==> src/rtl/cp0_defs_pkg.sv <==
// Shared CP0 definitions: register addresses, ExcCodes, exception-type codes, bit positions.
// No logic; latency n/a.
// Backpressure: n/a.
package cp0_defs;

    localparam logic [31:0] EXC_VECTOR = 32'hBFC0_0380;
    localparam logic [31:0] STATUS_RST = 32'h0040_0000;
    localparam int          EXCT_W     = 5;

    // {reg[4:0], sel[2:0]}; only sel=0 is mapped
    localparam logic [7:0] CP0_BADVADDR = {5'd8,  3'd0};
    localparam logic [7:0] CP0_COUNT    = {5'd9,  3'd0};
    localparam logic [7:0] CP0_COMPARE  = {5'd11, 3'd0};
    localparam logic [7:0] CP0_STATUS   = {5'd12, 3'd0};
    localparam logic [7:0] CP0_CAUSE    = {5'd13, 3'd0};
    localparam logic [7:0] CP0_EPC      = {5'd14, 3'd0};

    localparam logic [4:0] EXC_INT  = 5'h00;
    localparam logic [4:0] EXC_ADEL = 5'h04;
    localparam logic [4:0] EXC_ADES = 5'h05;
    localparam logic [4:0] EXC_SYS  = 5'h08;
    localparam logic [4:0] EXC_BP   = 5'h09;
    localparam logic [4:0] EXC_RI   = 5'h0A;
    localparam logic [4:0] EXC_OV   = 5'h0C;

    localparam logic [EXCT_W-1:0] EXCT_NONE  = 5'd0;
    localparam logic [EXCT_W-1:0] EXCT_INTR  = 5'd1;
    localparam logic [EXCT_W-1:0] EXCT_ADEL1 = 5'd2;
    localparam logic [EXCT_W-1:0] EXCT_ADEL2 = 5'd3;
    localparam logic [EXCT_W-1:0] EXCT_ADES  = 5'd4;
    localparam logic [EXCT_W-1:0] EXCT_SYSC  = 5'd5;
    localparam logic [EXCT_W-1:0] EXCT_BP    = 5'd6;
    localparam logic [EXCT_W-1:0] EXCT_RI    = 5'd7;
    localparam logic [EXCT_W-1:0] EXCT_OV    = 5'd8;
    localparam logic [EXCT_W-1:0] EXCT_ERET  = 5'd9;

    localparam int ST_IE  = 0;
    localparam int ST_EXL = 1;
    localparam int ST_BEV = 22;
    localparam int CA_BD  = 31;
    localparam int CA_TI  = 30;

    function automatic logic [4:0] exccode_of(input logic [EXCT_W-1:0] t);
        logic [4:0] c;
        c = EXC_INT;
        case (t)
            EXCT_ADEL1, EXCT_ADEL2: c = EXC_ADEL;
            EXCT_ADES:              c = EXC_ADES;
            EXCT_SYSC:              c = EXC_SYS;
            EXCT_BP:                c = EXC_BP;
            EXCT_RI:                c = EXC_RI;
            EXCT_OV:                c = EXC_OV;
            default:                c = EXC_INT;
        endcase
        return c;
    endfunction

endpackage

==> src/rtl/cp0_timer.sv <==
// Count/Compare timer: Count advances every second clock, TI latches when Count steps onto Compare.
// Latency: writes and TI updates visible one clock after the edge.
// Backpressure: none; writes always accepted.
module cp0_timer
    import cp0_defs::*;
(
    input  logic        clk,
    input  logic        rst,
    input  logic        count_wen,
    input  logic        compare_wen,
    input  logic [31:0] wdata,
    input  logic        ti_clr,
    output logic [31:0] count,
    output logic [31:0] compare,
    output logic        ti
);

    logic        tick;
    logic [31:0] count_inc;

    assign count_inc = count + 32'd1;

    always_ff @(posedge clk or posedge rst) begin
        if (rst) begin
            count   <= '0;
            compare <= '0;
            tick    <= 1'b0;
            ti      <= 1'b0;
        end else begin
            if (count_wen) begin
                count <= wdata;
                tick  <= 1'b0;
            end else begin
                tick <= ~tick;
                if (tick)
                    count <= count_inc;
            end
            if (compare_wen)
                compare <= wdata;
            // Clear beats a match arriving on the same edge
            if (ti_clr)
                ti <= 1'b0;
            else if (tick && !count_wen && count_inc == compare)
                ti <= 1'b1;
        end
    end

endmodule

==> src/rtl/cp0_regs.sv <==
// CP0 register file and exception-state controller (BadVAddr/Count/Compare/Status/Cause/EPC).
// Latency: MFC0 reads and flush target combinational; MTC0 and commits take effect next edge.
// Backpressure: none; a commit in the same cycle discards the MTC0.
module cp0_regs
    import cp0_defs::*;
(
    input  logic              clk,
    input  logic              rst,
    input  logic              cp0_wen_i,
    input  logic [7:0]        cp0_waddr_i,
    input  logic [31:0]       cp0_wdata_i,
    input  logic [7:0]        cp0_raddr_i,
    output logic [31:0]       cp0_rdata_o,
    input  logic              exc_flag_i,
    input  logic [EXCT_W-1:0] exc_type_i,
    input  logic [31:0]       exc_pc_i,
    input  logic              exc_bd_i,
    input  logic [31:0]       exc_baddr_i,
    input  logic [5:0]        intr_hw_i,
    output logic [31:0]       Status_o,
    output logic [31:0]       Cause_o,
    output logic [31:0]       EPC_o,
    output logic              intr_o,
    output logic [31:0]       flush_pc_o
);

    logic [7:0]  im;
    logic        exl, ie;
    logic [1:0]  ip_sw;
    logic [5:0]  ip_hw;
    logic [4:0]  exc_code;
    logic        bd;
    logic [31:0] epc, badvaddr;
    logic [31:0] count, compare;
    logic        ti;
    logic        wr, is_eret, is_exc, is_addr_exc;

    assign wr          = cp0_wen_i & ~exc_flag_i;
    assign is_eret     = exc_flag_i && exc_type_i == EXCT_ERET;
    assign is_exc      = exc_flag_i && exc_type_i != EXCT_ERET;
    assign is_addr_exc = exc_type_i == EXCT_ADEL1 || exc_type_i == EXCT_ADEL2
                      || exc_type_i == EXCT_ADES;

    cp0_timer u_timer (
        .clk         (clk),
        .rst         (rst),
        .count_wen   (wr && cp0_waddr_i == CP0_COUNT),
        .compare_wen (wr && cp0_waddr_i == CP0_COMPARE),
        .wdata       (cp0_wdata_i),
        .ti_clr      (wr && cp0_waddr_i == CP0_COMPARE),
        .count       (count),
        .compare     (compare),
        .ti          (ti)
    );

    always_ff @(posedge clk or posedge rst) begin
        if (rst) begin
            im       <= '0;
            exl      <= 1'b0;
            ie       <= 1'b0;
            ip_sw    <= '0;
            ip_hw    <= '0;
            exc_code <= '0;
            bd       <= 1'b0;
            epc      <= '0;
            badvaddr <= '0;
        end else begin
            ip_hw <= intr_hw_i;
            if (is_exc) begin
                exc_code <= exccode_of(exc_type_i);
                // Nested exception keeps the original return point
                if (!exl) begin
                    epc <= exc_bd_i ? exc_pc_i - 32'd4 : exc_pc_i;
                    bd  <= exc_bd_i;
                end
                exl <= 1'b1;
                if (is_addr_exc)
                    badvaddr <= exc_baddr_i;
            end else if (is_eret) begin
                exl <= 1'b0;
            end else if (wr) begin
                case (cp0_waddr_i)
                    CP0_STATUS: begin
                        im  <= cp0_wdata_i[15:8];
                        exl <= cp0_wdata_i[ST_EXL];
                        ie  <= cp0_wdata_i[ST_IE];
                    end
                    CP0_CAUSE: ip_sw <= cp0_wdata_i[9:8];
                    CP0_EPC:   epc   <= cp0_wdata_i;
                    default: ;
                endcase
            end
        end
    end

    assign Status_o = {9'b0, 1'b1, 6'b0, im, 6'b0, exl, ie};
    assign Cause_o  = {bd, ti, 14'b0, ip_hw[5] | ti, ip_hw[4:0], ip_sw, 1'b0, exc_code, 2'b0};
    assign EPC_o    = epc;

    assign intr_o     = (|(Cause_o[15:8] & im)) & ie & ~exl;
    assign flush_pc_o = (exc_type_i == EXCT_ERET) ? epc : EXC_VECTOR;

    always_comb begin
        cp0_rdata_o = '0;
        case (cp0_raddr_i)
            CP0_BADVADDR: cp0_rdata_o = badvaddr;
            CP0_COUNT:    cp0_rdata_o = count;
            CP0_COMPARE:  cp0_rdata_o = compare;
            CP0_STATUS:   cp0_rdata_o = Status_o;
            CP0_CAUSE:    cp0_rdata_o = Cause_o;
            CP0_EPC:      cp0_rdata_o = epc;
            default:      cp0_rdata_o = '0;
        endcase
    end

endmodule

==> config.mk <==
export PLATFORM = sky130hd
export DESIGN_NAME = cp0_regs
export DESIGN_NICKNAME = d
export VERILOG_FILES = /design/src/rtl/cp0_defs_pkg.sv /design/src/rtl/cp0_timer.sv /design/src/rtl/cp0_regs.sv
export SDC_FILE = /design/constraint.sdc
export NUM_CORES = 1
export LEC_CHECK = 0
export ABC_AREA = 1
export CAP_MARGIN = 0
export CORE_MARGIN = 2
export CORE_UTILIZATION = 50
export DETAILED_ROUTE_END_ITERATION = 10
export PLACE_DENSITY = 0.8
export SLEW_MARGIN = 20
export SYNTH_ARGS = -nofsm -noshare
export SYNTH_HDL_FRONTEND = slang
export SYNTH_SLANG_ARGS = --single-unit
==> constraint.sdc <==
create_clock -name clk -period 10.8 [get_ports clk]
set_input_delay 1.08 -clock clk [delete_from_list [all_inputs] [get_ports clk]]
set_output_delay 1.08 -clock clk [all_outputs]
set_load 0.01 [all_outputs]
==> flow_metrics.env <==
export IMPL_outcome="finished, final reports clean"
export IMPL_p_clk_share_pct=30.6
export IMPL_grt_usage_pct=36.98
export IMPL_critPathBufInv=4
export IMPL_setup_viol_count_final=0
export IMPL_crit_slowest_cell="nor2_2"
export IMPL_netlist_instances=1423
export IMPL_dpl_cell_area_sq_um=12550
export IMPL_busiest_layer="met2"
export IMPL_netlist_area_sq_um=10060
export IMPL_hold_path_class="register to register"
export IMPL_worst_pin_slew_ns=1.089
export IMPL_max_stage_delay_ns=0.77
export IMPL_route_detailed_drc=0
export IMPL_p_seq_share_pct=40.3
export IMPL_maxSlewHeadroom_pct=27.31
export IMPL_final_setup_tns_ns=0
export IMPL_grt_max_degree=86
export IMPL_die_x_um=145.8
export IMPL_finalHoldViolCount=0
export IMPL_path_class="input pin to output pin"
export IMPL_grt_pass1_vias=10377
export IMPL_leakagePower_nw=5.821
export IMPL_routed_via_density=5.753
export IMPL_fmax_ghz=0.1803
export IMPL_ys_seq_elements=153
export IMPL_fp_dieH_um=145.8
export IMPL_antenna_found_initial=1
export IMPL_crit_fanout=19
export IMPL_critical_path_top_delay_family="buffers and inverters"
export IMPL_initial_core_util_pct=51.34
export IMPL_overflow=0
export IMPL_synth_cell_types=49
export IMPL_async_flop_share_pct=100.0
export IMPL_arrival_ns=4.47
export IMPL_vias=11035
export IMPL_root_buffer="clkbuf_16"
export IMPL_finalCritPeriodShare_pct=51.35
export IMPL_rsz0062_at_grt="no"
export IMPL_ctsHoldBuffers=0
export IMPL_cts_buffers=17
export IMPL_synth_top_area_cell="dfrtp_1"
export IMPL_drt_total_wl_mm=39.66
export IMPL_place_hpwl_mm=30.31
export IMPL_grt_met1_usage_pct=47.94
export IMPL_required_ns=9.72
export IMPL_power_w=0.001985
export IMPL_startpoint_type="input pin"
export IMPL_wl_per_cell_um=20.68
export IMPL_fin_area_sq_um=13130
export IMPL_vdd_drop_max_uv=108.1
export IMPL_numClockSinks=153
export IMPL_cts_htree_levels=4
export IMPL_ys_top_cells_by_area="dfrtp_1 (38%), nand2_1 (14%), inv_1 (6.7%)"
export IMPL_detail_route_antenna_nets=0
export IMPL_final_nets=1769
export IMPL_gp_congestion=0.9833
export IMPL_drt_iter0_drc=1058
export IMPL_core_sq_um=19590
export IMPL_switching_share_pct=35.59
export IMPL_drive_gt1_share_pct=5.085
export IMPL_yosysTopAreaCellShare_pct=38.06
export IMPL_synth_edf_count=0
export IMPL_use_met2_pct=57.26
export IMPL_intPower_w=0.001279
export IMPL_firstDrtPassIters=6
export IMPL_use_met3_pct=11.22
export IMPL_switching_power_w=0.0007066
export IMPL_io_pins=289
export IMPL_yosys_warnings=0
export IMPL_p_comb_share_pct=29.0
export IMPL_core_rowCount=51
export IMPL_syn_avg_cell_area_sq_um=7.068
export IMPL_path_cells="clkdlybuf4s50_1 > nor2_1 > inv_1 > nor2_1 > nand4_1 > nor2_2 > inv_1 > o22ai_1 > nor3_1 > o21ai_0 > clkdlybuf4s50_1"
export IMPL_drv_slew=0
export IMPL_cts_resized=0
export IMPL_power_density_nw_per_um2=151.2
export IMPL_clkTransAtPathRegs_ns=0.06
export IMPL_endpoint_kind="output pin"
export IMPL_finalWorstPathRequiredPeriod_ns=5.546
export IMPL_area_growth_pct=30.56
export IMPL_maxCapViolations=0
export IMPL_post_cts_setup_buffers=0
export IMPL_clock_skew_ns=0.008564
export IMPL_clk_latency_ns=0.44
export IMPL_synth_main_ff_cell="dfrtp_1"
export IMPL_clockBufferDepth=2
export IMPL_io_buffer_count=248
export IMPL_grt_pass1_wl_mm=60.25
export IMPL_synth_seq_area_share_pct=38.06
export IMPL_cts_tree="done"
export IMPL_dieArea_sq_um=21270
cell type report:
cell class	count	area, sq um
diodes	1	2.502
clock buffers	21	460.4
clock inverters	11	120.1
fillers	1724	6457
inverters	184	695.7
multi-input cells	1027	5151
flip-flops and latches	153	3829
well taps	265	331.6
repair buffers	256	2542
worst reg2reg max path: stages (launching register included):
cell and delay (ns):
dfrtp_1 0.50, ha_1 0.28, nand2_2 0.11, nor2_4 0.14, nand3_1 0.24, inv_1 0.21
nand2_1 0.09, nand2_1 0.09, nand2_1 0.06, nand2_1 0.05, nand2_1 0.06, nor2_1 0.14
nand2_1 0.07, nor2_1 0.08, nand3_1 0.12, a21oi_1 0.16
placed cells by master, fill, tap and decap left out, types with 7 or more instances in the layout:
cell type / count
a21oi_1: 44
a221o_1: 8
a221oi_1: 8
buf_4: 8
clkbuf_16: 17
clkdlybuf4s50_1: 248
conb_1: 40
dfrtp_1: 153
inv_1: 179
mux2_2: 16
nand2_1: 363
nand3_1: 85
nand4_1: 8
nor2_1: 162
nor2_2: 7
nor2_4: 8
nor3_1: 12
o211ai_1: 40
o21ai_0: 108
o221ai_1: 16
o22ai_1: 23
xnor2_1: 11
xor2_1: 18
cell usage after synthesis, types with 3 or more instances:
master / number
nand2_1: 364
inv_1: 180
nor2_1: 165
dfrtp_1: 153
o21ai_0: 108
nand3_1: 86
buf_4: 49
a21oi_1: 44
clkbuf_1: 40
o211ai_1: 40
o22ai_1: 23
xor2_1: 18
mux2_2: 16
o221ai_1: 16
nor3_1: 12
xnor2_1: 11
a221o_1: 8
a221oi_1: 8
nand4_1: 8
buf_2: 6
nand3b_1: 6
nor2_2: 6
nor2_4: 6
nor4_1: 5
o2111ai_1: 5
a31oi_1: 3
nand2_2: 3
nor3_2: 3
o21ai_1: 3
xnor3_1: 3
kinds of logic (layout without fill, tap and decap cells):
kind of cell | after synthesis | count (layout) | share of synthesized area, %
AO/OA/AOI/OAI | 264 | 264 | 16.10
XOR/XNOR | 32 | 32 | 3.197
adder cells (fa/ha/maj) | 2 | 2 | 0.2487
buffers and inverters | 281 | 472 | 12.39
flip-flops | 153 | 153 | 38.06
multiplexers | 16 | 16 | 1.791
other | 2 | 41 | 0.07466
AND/OR/NAND/NOR | 673 | 673 | 28.14
path summary, 6_finish.rpt:
| kind | from | slack, ns | cells past startpoint | endpoint |
|---|---|---|---|---|
| hold / removal | u_timer.compare[6]$_DFFE_PP0P_ | 0.49 | 2 | u_timer.compare[6]$_DFFE_PP0P_ |
| hold reg to reg | u_timer.compare[6]$_DFFE_PP0P_ | 0.49 | 2 | u_timer.compare[6]$_DFFE_PP0P_ |
| setup / recovery | cp0_raddr_i[0] | 5.25 | 11 | cp0_rdata_o[22] |
| max in group asynchronous | rst | 8.16 | 3 | badvaddr[21]$_DFFE_PP0P_ |
| setup reg to reg | u_timer.count[0]$_DFFE_PP0N_ | 8.31 | 15 | u_timer.ti$_DFFE_PP0P_ |
| min in group asynchronous | rst | 1.20 | 2 | badvaddr[31]$_DFFE_PP0P_ |
sequential cells by signal, summed over array words and instances (netlist names):
register         count
EPC_o               32
badvaddr            32
bd                   1
exc_code             4
exl                  1
ie                   1
im                   8
ip_hw                6
ip_sw                2
u_timer.compare     32
u_timer.count       32
u_timer.ti           1
u_timer.tick         1
power by group through the flow:
| stage | Sequential (W) | Combinational [W] | Clock [W] |
|---|---|---|---|
| 2_1_floorplan | 0.000779 | 0.000336 | 0 |
| 6_report | 0.000801 | 0.000577 | 0.000608 |
| 5_1_grt | 0.000814 | 0.000632 | 0.000632 |
| 4_1_cts | 0.000796 | 0.000568 | 0.000608 |
| 3_5_place_dp | 0.000803 | 0.000564 | 0 |
| 3_3_place_gp | 0.000802 | 0.000551 | 0 |
routing by layer:
metal | vias to the layer above | share of wire [%]
met5 | - | 0
met4 | 0 | 4.2
met3 | 100 | 13
met2 | 744 | 45
met1 | 5186 | 38
li1 | 5005 | -
per-stage QoR:
step           util, %  hold slack (ns)  instances  setup WS, ns
3_3_place_gp     64.06           0.4673       1885         5.324
6_report         67.04           0.4903       1918         5.254
5_1_grt          67.04           0.5124       1918         5.125
2_1_floorplan        -           0.4530       1461         5.599
4_1_cts          67.02           0.4938       1917         5.294
3_5_place_dp     64.06           0.4735       1885         5.317
(Power assumes the default switching activity.)
